$ cat config.mk
export PLATFORM = sky130hd
export DESIGN_NAME = hex_line_writer
export DESIGN_NICKNAME = d
export VERILOG_FILES = /design/src/rtl/hex_line_writer.sv
export SDC_FILE = /design/constraint.sdc
export NUM_CORES = 1
export LEC_CHECK = 0
export BUFFER_PORTS_ARGS = -buffer_cell sky130_fd_sc_hd__buf_2
export CAP_MARGIN = 30
export CELL_PAD_IN_SITES_DETAIL_PLACEMENT = 0
export CELL_PAD_IN_SITES_GLOBAL_PLACEMENT = 1
export CORE_ASPECT_RATIO = 0.7
export CORE_UTILIZATION = 43
export DETAILED_ROUTE_END_ITERATION = 8
export GPL_TIMING_DRIVEN = 0
export PLACE_DENSITY_LB_ADDON = 0.1
export SLEW_MARGIN = 20
export SYNTH_ARGS = -nofsm -noshare
export SYNTH_HDL_FRONTEND = slang
export SYNTH_SLANG_ARGS = --single-unit
$ cat constraint.sdc
create_clock -name clk -period 4.2 [get_ports clk]
set_input_delay 0.84 -clock clk [delete_from_list [all_inputs] [get_ports clk]]
set_output_delay 0.84 -clock clk [all_outputs]
set_load 0.01 [all_outputs]
$ cat src/rtl/hex_line_writer.sv
// hex_line_writer: prints a 32-bit word as an ASCII hex line into tx_pipe.
// Option macro HEX_LINE_WRITER_CRLF_EN: CR LF terminator instead of LF only.
module hex_line_writer #(
  parameter int NIBBLES = 8,
  parameter bit UPPER   = 1'b1
) (
  input  logic        clk,
  input  logic        rst,
  input  logic        start,
  input  logic [31:0] word,
  output logic        ready,
  output logic        done,
  output logic        push_back,
  output logic [7:0]  data_out,
  input  logic        full
);

`ifdef HEX_LINE_WRITER_CRLF_EN
  localparam int TERM_LEN = 2;
`else
  localparam int TERM_LEN = 1;
`endif
  localparam int LINE_LEN = NIBBLES + TERM_LEN;
  localparam int ALIGN = 32 - 4 * NIBBLES;
  localparam logic [3:0] LAST_IDX = 4'(LINE_LEN - 1);
  localparam logic [3:0] NIB_CNT = 4'(NIBBLES);
  localparam logic [7:0] ALPHA_BASE = UPPER ? 8'h41 : 8'h61;

  typedef enum logic [1:0] {
    IDLE,
    SEND,
    GAP
  } state_t;

  state_t      state_q, state_d;
  logic [31:0] shift_q, shift_d;
  logic [3:0]  idx_q, idx_d;
  logic        push_q, push_d;
  logic        done_q, done_d;
  logic [7:0]  data_q, data_d;
  logic [3:0]  digit;
  logic [7:0]  char_cur;

  // character at the current index: hex digit or terminator
  always_comb begin
    digit = shift_q[31:28];
    char_cur = 8'h0A;
    if (idx_q < NIB_CNT) begin
      if (digit < 4'd10) char_cur = 8'h30 + {4'h0, digit};
      else char_cur = ALPHA_BASE + {4'h0, digit} - 8'd10;
    end else begin
`ifdef HEX_LINE_WRITER_CRLF_EN
      char_cur = (idx_q == NIB_CNT) ? 8'h0D : 8'h0A;
`else
      char_cur = 8'h0A;
`endif
    end
  end

  // next state and registered outputs
  always_comb begin
    state_d = state_q;
    shift_d = shift_q;
    idx_d   = idx_q;
    push_d  = 1'b0;
    done_d  = 1'b0;
    data_d  = data_q;
    unique case (state_q)
      IDLE: begin
        if (start) begin
          shift_d = word << ALIGN;
          idx_d   = 4'd0;
          state_d = SEND;
        end
      end
      SEND: begin
        if (!full) begin
          push_d  = 1'b1;
          data_d  = char_cur;
          state_d = GAP;
        end
      end
      GAP: begin
        if (idx_q == LAST_IDX) begin
          done_d  = 1'b1;
          state_d = IDLE;
        end else begin
          idx_d   = idx_q + 4'd1;
          shift_d = shift_q << 4;
          state_d = SEND;
        end
      end
      default: state_d = IDLE;
    endcase
  end

  // state register with synchronous reset
  always_ff @(posedge clk) begin
    if (rst) begin
      state_q <= IDLE;
      shift_q <= 32'h0;
      idx_q   <= 4'd0;
      push_q  <= 1'b0;
      done_q  <= 1'b0;
      data_q  <= 8'h00;
    end else begin
      state_q <= state_d;
      shift_q <= shift_d;
      idx_q   <= idx_d;
      push_q  <= push_d;
      done_q  <= done_d;
      data_q  <= data_d;
    end
  end

  assign ready     = (state_q == IDLE);
  assign done      = done_q;
  assign push_back = push_q;
  assign data_out  = data_q;

endmodule

After elaboration in Yosys (flattened, before gate mapping)

Cells that the tools add are included.

Flip-flop bits (word level): 48
Input port bits: 36
Output and inout port bits: 11
Logic and storage cells: 42

Add/subtract/negate cells: 4
Magnitude comparators: 2
Equal/unequal tests: 6
Multiplexer cells: 14
Bitwise operators: 3
Reductions and logical operators: 7

Operator list:

| cell                                                                | count |
|---|---|
| 32-bit 2-to-1 mux                                                   | 2 |
| 32-bit case mux with 2 select lines                                 | 1 |
| 8-bit 2-to-1 mux                                                    | 2 |
| 7-bit by 4-bit adder with 8-bit output (first input constant)       | 1 |
| 4-bit less-than comparator (second input constant)                  | 2 |
| 4-bit 2-to-1 mux                                                    | 2 |
| 4-bit case mux with 2 select lines                                  | 1 |
| 8-bit by 4-bit subtractor with 8-bit output (second input constant) | 1 |
| 6-bit by 4-bit adder with 7-bit output (first input constant)       | 1 |
| 2-bit inequality test (second input constant)                       | 3 |
| 2-bit case mux with 3 select lines                                  | 1 |
| 4-bit by 1-bit adder with 4-bit output (second input constant)      | 1 |
| 4-bit == test (second input constant)                               | 1 |
| 2-bit 2-to-1 mux                                                    | 2 |
| 2-bit AND reduction                                                 | 2 |
| 2-bit OR reduction                                                  | 2 |
| 1-bit 2-to-1 mux                                                    | 3 |
| 1-bit NOT                                                           | 3 |
| 3-bit AND reduction                                                 | 1 |
| 2-bit by 1-bit == test with 1-bit output (second input constant)    | 1 |
| 2-bit == test (second input constant)                               | 1 |
| 2-bit logical NOT                                                   | 1 |
| 2-bit nonzero test                                                  | 1 |

Depth between registers and ports, before layout

Depth in word-level cells: 4
Mapped depth: 8
Gate-level depth less buffers: 6

Least setup slack after synthesis

No wires, ideal clock.

Kind: input to register
Start: in full
End: reg data_q[3] (netlist: data_out[3])
Library setup time: 0.131 ns
Arrival time: 1.680 ns
Data required time: 4.069 ns
Path slack: 2.389 ns
Stages on the path: 4
Buffers on the path: 1
Path through: or3b_2 buf_2 nor3_1 nor3_1

Cells in the longest elaborated chain, start to end: 2

Ends and longest elaborated chain:

| what                          | RTL line | RTL |
|---|---|---|
| start: declaration            | 15       | `input logic full` |
| 1-bit NOT (no line)           | --       |  |
| 2-bit AND reduction (no line) | --       |  |
| end signal: assignment        | 112      | `data_q <= data_d;` |
| end: declaration              | 40       | `logic [7:0] data_q, data_d;` |

No other way between the ends.
A chain may end at the register's enable or synchronous reset.

Worst setup path after layout

Start: reg idx_q[0]
End: reg shift_q[27]

Cells in the longest elaborated chain, start to end: 3

Ends and longest elaborated chain:

| what                            | RTL line | RTL |
|---|---|---|
| start: declaration              | 37       | `logic [3:0] idx_q, idx_d;` |
| start signal: assignment        | 109      | `idx_q <= idx_d;` |
| 4-bit == test                   | 84       | `if (idx_q == LAST_IDX) begin` |
| 2-bit inequality test (no line) | --       |  |
| 3-bit AND reduction (no line)   | --       |  |
| end signal: assignment          | 108      | `shift_q <= shift_d;` |
| end: declaration                | 36       | `logic [31:0] shift_q, shift_d;` |

No other way between the ends.

==> summary.md <==
| Metric | Value |
|---|---|
| DRC violation count after routing | 2 |
| Number of antenna violations at the first check in global routing | 0 |
| Number of sinks on the clock net | 47 |
| Post-cts repair resize count | 0 |
| Port Buf Inserts | 44 |
| Length in cells of the worst reg-to-reg path | 7 |
| Peak VDD IR | 0.1894 mV |
| Cell taking the most area after synthesis | dfxtp_1 |
| Largest net degree at the start of global routing | 13 |
| Layout Utilization | 54.08% |
| Floorplan row count | 20 |
| Overall track demand over capacity in global routing | 20.21% |
| Pre-Repair DR Iteration Count | 6 |
| Vias per cell | 5.141 |
| Post-route clock period utilization | 45.69% |
| Final count of pins violating max slew | 0 |
| Setup Total Neg Slack | 0 ns |
| FFs w/ async S/R, synth | 0% |
| Maximum clock skew at final layout | 0.004519 ns |
| Worst reg2reg endpoint | shift_q[27] |
| Remaining max-slew budget at the tightest pin | 62.14% |
| Count of hold buffers inserted by post-cts repair | 0 |
| Top cells by count, synth | 47 x dfxtp_1, 40 x nor2_1, 28 x a211oi_1, 28 x mux2i_1 |
| Leading post-synthesis cells by cell area | dfxtp_1 46%, mux2i_1 14%, a211oi_1 10%, nor2_1 7.3%, a22oi_1 2.2% |
| Critical Path Start Type | register |
| Routed wire per std cell | 14.30 um |
| Number of diodes added for antenna fixing | 0 |
| Power density over the cells | 367.2 mW/mm^2 |
| Overflow left after global routing | 0 |
| Deepest clock path buffer count | 2 |
| Sequential area share after synthesis | 45.66% |
| Status | finished with violations |
| Vias post-DR | 1681 |
| Hold slack final | 0.4596 ns |
| Filler cell count | 440 |
| Critical path destination | shift_q[27] |
| Setup repair after global routing missed its margin | false |
| Hold WC Path Type | register to register |
| CP Max Fanout | 10 |
| Global-route wire length before repair | 7.734 mm |
| Count of nets left with antenna violations after detail routing | 0 |
| Mean instance size in the synthesized netlist | 9.283 sq um |
| Fraction of final layout cells sized beyond drive strength 1 | 22.79% |
| Max Cap Viol | 0 |
| Post-synthesis sequential element count | 47 |
| Syn Inst Count | 222 |
| Worst endpoint required time | 4.41 ns |
| Area inside the core boundary | 0.004479 sq mm |
| CTS tree | built |
| Leakage power | 1.158 nW |
| Number of different library cells in the post-synthesis netlist | 33 |
| Height of the die | 59.92 um |
| Horiz. Die Dim | 84.74 um |
| Maximum clock rate | 0.5211 GHz |
| H-tree level count | 2 |
| Number of synthesized flops with an enable pin | 0 |
| Number of hold-slack violations in the final timing report | 0 |
| Clock insertion delay at the later pin of the skew report | 0.29 ns |
| Post CTS Setup Buffer Count | 0 |
| Fraction of post-synthesis cell area in the top cell type by area | 45.66% |
| Clock slew at the register clock pins of the worst setup and hold paths | 0.08 ns |
| Area added between synthesis and finish | 17.55% |
| Number of warnings printed during yosys synthesis | 0 |
| Synthesized cell area | 0.002061 sq mm |
| Slew at the pin closest to its max-slew limit | 0.5679 ns |
| Critical path startpoint | idx_q[0] |
| Via count of the first global-routing pass | 1507 |
| Beginning of the worst register-to-register path | idx_q[0] |
| WP data arrival | 2.13 ns |
| Final HPWL DP | 3.323 mm |
| Total Power | 0.0008895 W |
| Final setup fails | 0 |
| Primary FF master, synth | dfxtp_1 |
| Post-synth net total | 261 |
| Die Area | 0.005078 sq mm |
| Total clock buffers created by CTS | 5 |
| Number of primary I/O pins | 47 |
| Type of the setup path with the least slack | register to register |
| Total length of routed wires | 4.677 mm |
| Buffer cell driving the clock tree root | clkbuf_8 |
| Detailed router's first-iteration violation count | 69 |
| Final GP Congestion | 0.7560 |
| Initial core utilization | 46.01% |
| Post-route minimum period | 1.919 ns |
| Type of destination of the critical path | register |
| FF-to-FF setup slack | 2.28 ns |
| Violated checks | DRC |
| Most common cell in the synthesized netlist | dfxtp_1 |
| Net count, final | 312 |
worst max-delay path: stages (launching register included):
cell      delay [ns]
dfxtp_1         0.40
inv_1           0.06
ha_1            0.21
and4b_4         0.22
nor2_1          0.18
clkbuf_1        0.45
nor2_1          0.08
a211oi_1        0.23
cell type report:
| cell class | count | area, sq um | area share, % |
|---|---|---|---|
| Sequential cell | 47 | 940.9 | 38.84 |
| Inverter | 5 | 18.77 | 0.7748 |
| Clock buffer | 6 | 72.57 | 2.996 |
| Timing Repair Buffer | 44 | 220.2 | 9.091 |
| Multi-Input combinational cell | 151 | 1005 | 41.48 |
| Tap cell | 55 | 68.82 | 2.841 |
| Buffer | 19 | 96.34 | 3.977 |
through the flow:
step,worst slack (ns),std cells,cell area [sq um]
after global routing,2.077,327,2422
after floorplan,2.389,222,2061
after CTS,2.292,327,2422
after detailed placement,2.137,321,2350
final,2.281,327,2422
after global placement,2.156,321,2350
logic make-up (layout without fill, tap and decap cells):
group / count (synthesis) / count (layout) / synth area share [%]
AO/OA/AOI/OAI: 47 / 47 / 16.09
XOR/XNOR: 3 / 3 / 1.275
adder cells (fa/ha/maj): 3 / 3 / 1.822
buffers and inverters: 24 / 74 / 5.586
flip-flops: 47 / 47 / 45.66
multiplexers: 28 / 28 / 13.60
other: 1 / 1 / 0.1820
AND/OR/NAND/NOR: 69 / 69 / 15.79
layout by cell type, fill, tap and decap left out:
cell / n
and4b_4: 1
a211oi_1: 28
or3b_2: 1
o21a_1: 1
buf_2: 52
mux2i_1: 28
clkbuf_1: 8
a221oi_1: 1
or3_1: 1
inv_1: 5
nor2b_1: 2
and2_1: 2
nor3b_1: 2
a21o_1: 1
clkbuf_8: 5
buf_4: 2
o21ai_0: 2
or2_1: 1
o21bai_1: 1
a22oi_1: 6
buf_1: 1
nand3_1: 1
conb_1: 1
ha_1: 3
nand4b_1: 1
nand2_1: 5
nor3_1: 8
dfxtp_1: 47
nor2_1: 40
nand3b_1: 2
nand2b_1: 2
a21oi_1: 7
xnor2_1: 3
buf_6: 1
worst min path at each step:
stage,from,end,cells past startpoint
6_report,data_out[2],data_out[2],2
5_1_grt,data_out[2],data_out[2],2
4_1_cts,data_out[2],data_out[2],2
3_5_place_dp,data_out[2],data_out[2],2
3_3_place_gp,data_out[2],data_out[2],2
2_1_floorplan,idx_q[1],idx_q[1],2
report_power, final:
group / switching (W) / internal, W
logic: 0.0000756 / 0.0000625
registers: 0.0000211 / 0.000478
clock network: 0.000141 / 0.000111
flip-flops by register name, indices dropped and copies added (netlist names):
register,count
idx_q,4
done,1
shift_q,32
push_back,1
data_out,7
state_q,2
per-layer routing:
metal	vias to the layer above	wire [um]	GRT usage [%]
li1	885	-	-
met1	755	2725	32.28
met2	37	1708	26.83
met3	4	214	4.558
met4	0	28	4.358
met5	-	0	0
Power figures use the tool's default switching activity.
